--- src/rtl/seg7_pkg.sv ---
// seg7_pkg: shared active-low segment codes {g,f,e,d,c,b,a} for the seven-segment scanner
package seg7_pkg;
  typedef logic [6:0] seg_t;
  localparam seg_t SEG_0     = 7'b1000000;
  localparam seg_t SEG_1     = 7'b1111001;
  localparam seg_t SEG_2     = 7'b0100100;
  localparam seg_t SEG_3     = 7'b0110000;
  localparam seg_t SEG_4     = 7'b0011001;
  localparam seg_t SEG_5     = 7'b0010010;
  localparam seg_t SEG_6     = 7'b0000010;
  localparam seg_t SEG_7     = 7'b1111000;
  localparam seg_t SEG_8     = 7'b0000000;
  localparam seg_t SEG_9     = 7'b0010000;
  localparam seg_t SEG_DASH  = 7'b0111111;
  localparam seg_t SEG_BLANK = 7'b1111111;
endpackage

--- src/rtl/seg7_scan_if.sv ---
// seg7_scan_if: data/strobe inputs and multiplexed display outputs of the scanner
interface seg7_scan_if #(parameter int NUM_DIGITS = 4);
  logic [4*NUM_DIGITS-1:0] digits_in;
  logic [NUM_DIGITS-1:0]   dp_in;
  logic                    upd;
  logic                    blank_lz;
  logic [6:0]              seg;
  logic                    dp;
  logic [NUM_DIGITS-1:0]   an;
  modport master (output digits_in, dp_in, upd, blank_lz, input seg, dp, an);
  modport slave  (input digits_in, dp_in, upd, blank_lz, output seg, dp, an);
endinterface

--- src/rtl/seg7_decode.sv ---
// seg7_decode: BCD to active-low segment code; codes 10-15 show a dash
module seg7_decode
  import seg7_pkg::*;
(
  input  logic [3:0] i_bcd,
  output seg_t       o_seg
);
  always_comb
    case (i_bcd)
      4'd0:    o_seg = SEG_0;
      4'd1:    o_seg = SEG_1;
      4'd2:    o_seg = SEG_2;
      4'd3:    o_seg = SEG_3;
      4'd4:    o_seg = SEG_4;
      4'd5:    o_seg = SEG_5;
      4'd6:    o_seg = SEG_6;
      4'd7:    o_seg = SEG_7;
      4'd8:    o_seg = SEG_8;
      4'd9:    o_seg = SEG_9;
      default: o_seg = SEG_DASH;
    endcase
endmodule

--- src/rtl/seg7_scan.sv ---
// seg7_scan: multiplexed seven-segment scanner with shadow registers, slot blanking and leading-zero suppression
module seg7_scan
  import seg7_pkg::*;
#(
  parameter int NUM_DIGITS = 4,
  parameter int SCAN_DIV   = 100000,
  parameter int BLANK_CYC  = 1000
)(
  input logic        clk,
  input logic        reset,
  seg7_scan_if.slave bus
);
  localparam int CW = SCAN_DIV > 1 ? $clog2(SCAN_DIV) : 1;
  localparam int IW = NUM_DIGITS > 1 ? $clog2(NUM_DIGITS) : 1;
  logic [CW-1:0]         r_cnt;
  logic [IW-1:0]         r_idx;
  logic [3:0]            r_dig [NUM_DIGITS];
  logic [NUM_DIGITS-1:0] r_dpsh;
  seg_t                  r_seg;
  logic                  r_dp;
  logic [NUM_DIGITS-1:0] r_an;
  logic                  w_wrap;
  logic                  w_run;
  logic [NUM_DIGITS-1:0] w_lz;
  logic                  w_blank;
  logic [NUM_DIGITS-1:0] w_an;
  seg_t                  w_dec;
  assign w_wrap = r_cnt == CW'(SCAN_DIV - 1);
  // w_lz[k]: digit k and every more-significant digit hold exactly zero
  always_comb begin
    w_run = 1'b1;
    w_lz  = '0;
    for (int k = NUM_DIGITS - 1; k >= 0; k--) begin
      w_run   = w_run && (r_dig[k] == 4'd0);
      w_lz[k] = w_run;
    end
  end
  assign w_blank = bus.blank_lz && (r_idx != '0) && w_lz[r_idx];
  assign w_an    = (r_cnt < CW'(BLANK_CYC)) ? '1 : ~(NUM_DIGITS'(1) << r_idx);
  seg7_decode u_dec (.i_bcd(r_dig[r_idx]), .o_seg(w_dec));
  always_ff @(posedge clk or negedge reset)
    if (!reset) begin
      r_cnt  <= '0;
      r_idx  <= '0;
      r_dig  <= '{default: '0};
      r_dpsh <= '0;
      r_seg  <= SEG_BLANK;
      r_dp   <= 1'b1;
      r_an   <= '1;
    end else begin
      r_cnt <= w_wrap ? '0 : r_cnt + 1'b1;
      if (w_wrap) r_idx <= (r_idx == IW'(NUM_DIGITS - 1)) ? '0 : r_idx + 1'b1;
      if (bus.upd) begin
        for (int k = 0; k < NUM_DIGITS; k++) r_dig[k] <= bus.digits_in[4*k +: 4];
        r_dpsh <= bus.dp_in;
      end
      r_seg <= w_blank ? SEG_BLANK : w_dec;
      r_dp  <= ~r_dpsh[r_idx];
      r_an  <= w_an;
    end
  assign bus.seg = r_seg;
  assign bus.dp  = r_dp;
  assign bus.an  = r_an;
endmodule

--- src/flat_wrapper.sv ---
// flat-port wrapper written by rule: the top's interface ports become plain ports
module seg7_scan_flat import seg7_pkg::*;
#(
  parameter int NUM_DIGITS = 4,
  parameter int SCAN_DIV   = 100000,
  parameter int BLANK_CYC  = 1000
)
  (clk, reset, bus_digits_in, bus_dp_in, bus_upd, bus_blank_lz, bus_seg, bus_dp, bus_an);
  seg7_scan_if #(.NUM_DIGITS(NUM_DIGITS)) bus_i ();
  input logic clk;
  input logic reset;
  input wire logic [$bits(bus_i.digits_in)-1:0] bus_digits_in;
  input wire logic [$bits(bus_i.dp_in)-1:0] bus_dp_in;
  input wire logic [$bits(bus_i.upd)-1:0] bus_upd;
  input wire logic [$bits(bus_i.blank_lz)-1:0] bus_blank_lz;
  output wire logic [$bits(bus_i.seg)-1:0] bus_seg;
  output wire logic [$bits(bus_i.dp)-1:0] bus_dp;
  output wire logic [$bits(bus_i.an)-1:0] bus_an;
  assign bus_i.digits_in = bus_digits_in;
  assign bus_i.dp_in = bus_dp_in;
  assign bus_i.upd = bus_upd;
  assign bus_i.blank_lz = bus_blank_lz;
  assign bus_seg = bus_i.seg;
  assign bus_dp = bus_i.dp;
  assign bus_an = bus_i.an;
  seg7_scan #(.NUM_DIGITS(NUM_DIGITS), .SCAN_DIV(SCAN_DIV), .BLANK_CYC(BLANK_CYC)) u_core (.clk(clk), .reset(reset), .bus(bus_i));
endmodule
--- config.mk ---
export PLATFORM = sky130hd
export DESIGN_NAME = seg7_scan_flat
export DESIGN_NICKNAME = d
export VERILOG_FILES = /design/src/rtl/seg7_pkg.sv /design/src/rtl/seg7_scan_if.sv /design/src/rtl/seg7_decode.sv /design/src/rtl/seg7_scan.sv /design/src/flat_wrapper.sv
export SDC_FILE = /design/constraint.sdc
export NUM_CORES = 1
export LEC_CHECK = 0
export BUFFER_PORTS_ARGS = -buffer_cell sky130_fd_sc_hd__buf_2
export CAP_MARGIN = 20
export CORE_UTILIZATION = 40
export DETAILED_ROUTE_END_ITERATION = 7
export PLACE_DENSITY = 0.6
export RECOVER_POWER = 50
export SYNTH_ARGS = -nofsm -noshare
export SYNTH_HDL_FRONTEND = slang
export SYNTH_HIERARCHICAL = 1
export SYNTH_SLANG_ARGS = --single-unit
--- constraint.sdc ---
create_clock -name clk -period 6 [get_ports clk]
set_clock_uncertainty 0.05 [all_clocks]
set_input_delay 0.6 -clock clk [delete_from_list [all_inputs] [get_ports clk]]
set_output_delay 0.6 -clock clk [all_outputs]
set_load 0.1 [all_outputs]
==> summary by stage <==
Worst setup path
Across all register-to-register paths, the minimum setup slack is 3690 ps. For the worst setup path, the data required time is 5800 ps. The most critical setup path has its startpoint at reset. In this design, the stage delay of the slowest critical-path cell is 1890 ps. The cell depth of the worst flop-to-flop path is 4.

Along the worst path, the maximum fanout reaches 51. The slowest stage of the critical path is the sky130_fd_sc_hd__clkbuf_1 cell. At the worst endpoint, the arrival time is 2600 ps.

The logic depth of the worst path, buffers included is 2. Counting both buffers and inverters, the worst setup path holds a total of 2. Following the worst setup path forward leads to its endpoint at u_core/r_dig[9]$_DFFE_PN0P_.

The launch instance of the worst register-to-register path is u_core/r_cnt[5]$_DFF_PN0_. The critical path goes through buf_2 -> clkbuf_1. The family of cells with the greatest summed delay on the critical path is buffers and inverters. The kind of launch point of the worst setup path is an input pin. In this run the critical register-to-register path is captured at u_core/r_idx[1]$_DFFE_PN0N_. The critical path is of the input pin to asynchronous set/reset pin type.

The endpoint type of the worst setup path is an asynchronous set/reset pin.

Power and ir drop
The leakage power is 1.20 nW. Power spread over the standard cell area amounts to 261 nW/um2. VDD sags by at most 0.116 mV.

Routing
The number of iterations in the first detailed-routing pass is 4. In this run the remaining antenna-violating nets after routing total 0. The overall routed net length is 4.22 mm. The wire length on met1 is 2.07 mm. The total via count after detailed routing is 1584. In the routed design, unresolved DRC markers number 0. In the detailed route, the total length drawn on met3 is 218 um. Signal routing reaches up to met4. The average detailed-routed wire length per instance is 13.5 um.

The first routing iteration left 87 violations. In the routed layout, each cell is associated on average with a via count of 5.06. The met2 routed wirelength is 1.88 mm.

CTS
The clock passes through at most 2 buffers. The CTS tree is yes. The clock sink total is 51. The clock latency of the later-clocked register in the worst-skew pair is 300 ps. The clock transition at the registers of the reported paths is 90 ps. The post-CTS resize count is 0. The root buffer cell chosen for the clock tree is sky130_fd_sc_hd__clkbuf_8. In this run, post-CTS hold repair placed 0 buffers. The count of H-tree levels built during CTS is 2.

The clock buffer count from CTS is 5. Buffers added to address setup during post-CTS repair amount to 0.

Die
The die is 80.5 um wide. The initial cell density of the core is 41.6%. The number of standard-cell rows in the floorplan is 28. The overall die height is 80.5 um. 36 I/O pins were placed. The die covers 6480 um2. The total area inside the core boundary comes to 5920 um2.

Layout
The repair_antennas step left the layout with diodes totalling 0. In the final design database the tool counted 271 nets. The library cell used most frequently in the layout, excluding fill and tap cells, is sky130_fd_sc_hd__dfrtp_1. The layout cell share with drive strength beyond 1 is 37.4%.

In the layout the commonest cells are sky130_fd_sc_hd__dfrtp_1, sky130_fd_sc_hd__buf_2, sky130_fd_sc_hd__mux2_2. Excluding fillers, the count of instances in the completed layout stands at 313. The growth of design area from synthesis to finish is 12.9%.

Run status
The checks that failed: max-capacitance violations, max-slew violations. The flow ran to the end, but the final reports show violations.

Global route
The number of global-route vias before repair is 1521. The total overflow left after global routing is 0. The number of antenna violations at the first check in global routing is 0. In the global route stage, overall resource usage came out at 14.9%. Entering global routing, the biggest net connects 52 pins.

The global-route wire length before repair is 7.27 mm.

Timing
The final-report setup violation count is 0. Derived from the worst setup path, the maximum achievable clock frequency is 357 MHz. Setup repair after global routing left no endpoint under its margin. The final count of hold timing violations is 0.

The total negative slack is 0 ps. At the pin with the least slew margin, the transition time is 2690 ps. The number of max-slew violations in the final report was 52. The worst hold slack is 445 ps. The time the worst path needs with I/O delays and setup is 2800 ps. After layout, the worst path uses 46.7% of the clock period. In this run the tightest slew margin relative to its limit is -79.3%.

Synth
The count of distinct cell types in the synthesized netlist is 39. The average cell area after synthesis is 12.2 um2. The number of nets handed over by synthesis was 236. The number of synthesized register bits is 51. The area of the mapped netlist is 2460 um2. The number of synthesis warnings is 6. Counting every instance in the synthesized netlist gives 202. The fraction of the yosys area taken by sequential cells is 52.4%.

Placed design
In this run the tool buffered the top-level ports with 35 buffer cells. Counting tap cells, the placed design contains a total of 305 instances. The HPWL after detailed placement is 3.01 mm. The global placement routability congestion is 0.808.

Worst hold path
The min-delay analysis places its worst path in the category flop to flop.

Run
The count of max-cap constraint violations is 1.
==> metrics by stage <==
| stage | worst slack, ps | util [%] | area, um2 | total power [W] |
|---|---|---|---|---|
| after floorplan | 3800 | - | 2460 | 0.000502 |
| after global placement | 3710 | 45.5 | 2690 | 0.000530 |
| after detailed placement | 3700 | 45.5 | 2690 | 0.000531 |
| after CTS | 3690 | 47.1 | 2790 | 0.000738 |
| after global routing | 2680 | 47.0 | 2780 | 0.000765 |
| final | 3200 | 47.0 | 2780 | 0.000726 |
==> worst reg2reg max path, stage by stage (launching register included) <==
cell and delay (ps):
sky130_fd_sc_hd__dfrtp_1 450, sky130_fd_sc_hd__nand4b_1 190, sky130_fd_sc_hd__or4b_1 490, sky130_fd_sc_hd__nor3_2 620, sky130_fd_sc_hd__mux2_2 410
==> per-layer routing <==
metal	up-vias	track usage, %
met4	0	4.82
li1	776	-
met2	37	21.9
met1	765	21.0
met3	6	4.20
met5	-	0
==> Yosys cell counts <==
| master | count | area [um2] |
|---|---|---|
| sky130_fd_sc_hd__a31oi_1 | 1 | 6.26 |
| sky130_fd_sc_hd__o21ai_0 | 3 | 15.0 |
| sky130_fd_sc_hd__nor4_1 | 7 | 43.8 |
| sky130_fd_sc_hd__dfstp_2 | 12 | 315 |
| sky130_fd_sc_hd__nor2b_1 | 2 | 12.5 |
| sky130_fd_sc_hd__nor3_1 | 2 | 10.0 |
| sky130_fd_sc_hd__mux4_2 | 5 | 113 |
| sky130_fd_sc_hd__mux2i_1 | 1 | 10.0 |
| sky130_fd_sc_hd__xnor2_1 | 9 | 78.8 |
| sky130_fd_sc_hd__and4_1 | 2 | 17.5 |
| sky130_fd_sc_hd__nor2_1 | 14 | 52.6 |
| sky130_fd_sc_hd__inv_1 | 7 | 26.3 |
| sky130_fd_sc_hd__nand2b_1 | 1 | 6.26 |
| sky130_fd_sc_hd__nand2_1 | 11 | 41.3 |
| sky130_fd_sc_hd__nor3b_1 | 2 | 15.0 |
| sky130_fd_sc_hd__nor3_2 | 1 | 10.0 |
| sky130_fd_sc_hd__mux2_4 | 1 | 15.0 |
| sky130_fd_sc_hd__a211oi_1 | 1 | 7.51 |
| sky130_fd_sc_hd__buf_2 | 2 | 10.0 |
| sky130_fd_sc_hd__and3b_1 | 2 | 17.5 |
| sky130_fd_sc_hd__xor2_1 | 5 | 43.8 |
| sky130_fd_sc_hd__dfrtp_1 | 39 | 976 |
| sky130_fd_sc_hd__or2_0 | 1 | 6.26 |
| sky130_fd_sc_hd__and2b_1 | 1 | 7.51 |
| sky130_fd_sc_hd__mux2_2 | 21 | 236 |
| sky130_fd_sc_hd__nand4b_1 | 1 | 8.76 |
| sky130_fd_sc_hd__a21oi_1 | 6 | 30.0 |
| sky130_fd_sc_hd__clkbuf_1 | 4 | 15.0 |
| sky130_fd_sc_hd__buf_6 | 2 | 22.5 |
| sky130_fd_sc_hd__a21o_1 | 1 | 7.51 |
| sky130_fd_sc_hd__or4b_1 | 1 | 10.0 |
| sky130_fd_sc_hd__ha_1 | 10 | 125 |
| sky130_fd_sc_hd__or2_2 | 8 | 50.1 |
| sky130_fd_sc_hd__o31ai_1 | 2 | 15.0 |
| sky130_fd_sc_hd__or2b_1 | 1 | 7.51 |
| sky130_fd_sc_hd__nand3_1 | 5 | 25.0 |
| sky130_fd_sc_hd__nand3b_1 | 1 | 7.51 |
| sky130_fd_sc_hd__nand4_1 | 5 | 31.3 |
| sky130_fd_sc_hd__or4_1 | 2 | 15.0 |
==> power by group <==
part,internal [W],switching (W)
combinational,0.0000422,0.0000975
clock,0.0000922,0.000110
sequential,0.000371,0.0000120
total,0.000506,0.000220
==> sequential cells by signal, summed over array words and instances, names as in the netlist <==
register and count:
u_core/bus.seg 7, u_core/bus.an 4, u_core/bus.dp 1, u_core/r_dig 16, u_core/r_idx 2, u_core/r_cnt 17, u_core/r_dpsh 4
==> how the worst min path moves through the flow <==
stage | start | endpoint | cells after the start
final | u_core/r_cnt[0]$_DFF_PN0_ | u_core/r_cnt[0]$_DFF_PN0_ | 1
after global routing | bus_digits_in[10] | u_core/r_dig[6]$_DFFE_PN0P_ | 2
after CTS | reset | u_core/r_cnt[11]$_DFF_PN0_ | 2
after detailed placement | u_core/r_cnt[13]$_DFF_PN0_ | u_core/r_cnt[13]$_DFF_PN0_ | 1
after global placement | u_core/r_cnt[0]$_DFF_PN0_ | u_core/r_cnt[0]$_DFF_PN0_ | 1
after floorplan | reset | u_core/r_cnt[0]$_DFF_PN0_ | 0
==> kinds of logic after synthesis <==
family	Yosys count	synth area share [%]
simple gates	70	16.0
flops	51	52.4
mux	28	15.2
buf+inv	15	3.00
compound gates	14	3.30
xor+xnor	14	4.98
fa+ha+maj	10	5.08
==> layout make-up <==
class                   count  area (um2)
clock buffers               6        82.6
clock inverters             2        11.3
fillers                   557        3140
inverters                   7        26.3
multi-input cells         136        1100
flip-flops and latches     51        1290
well taps                  75        93.8
repair buffers             36         178
No activity file was read; power rests on OpenSTA's default activity.
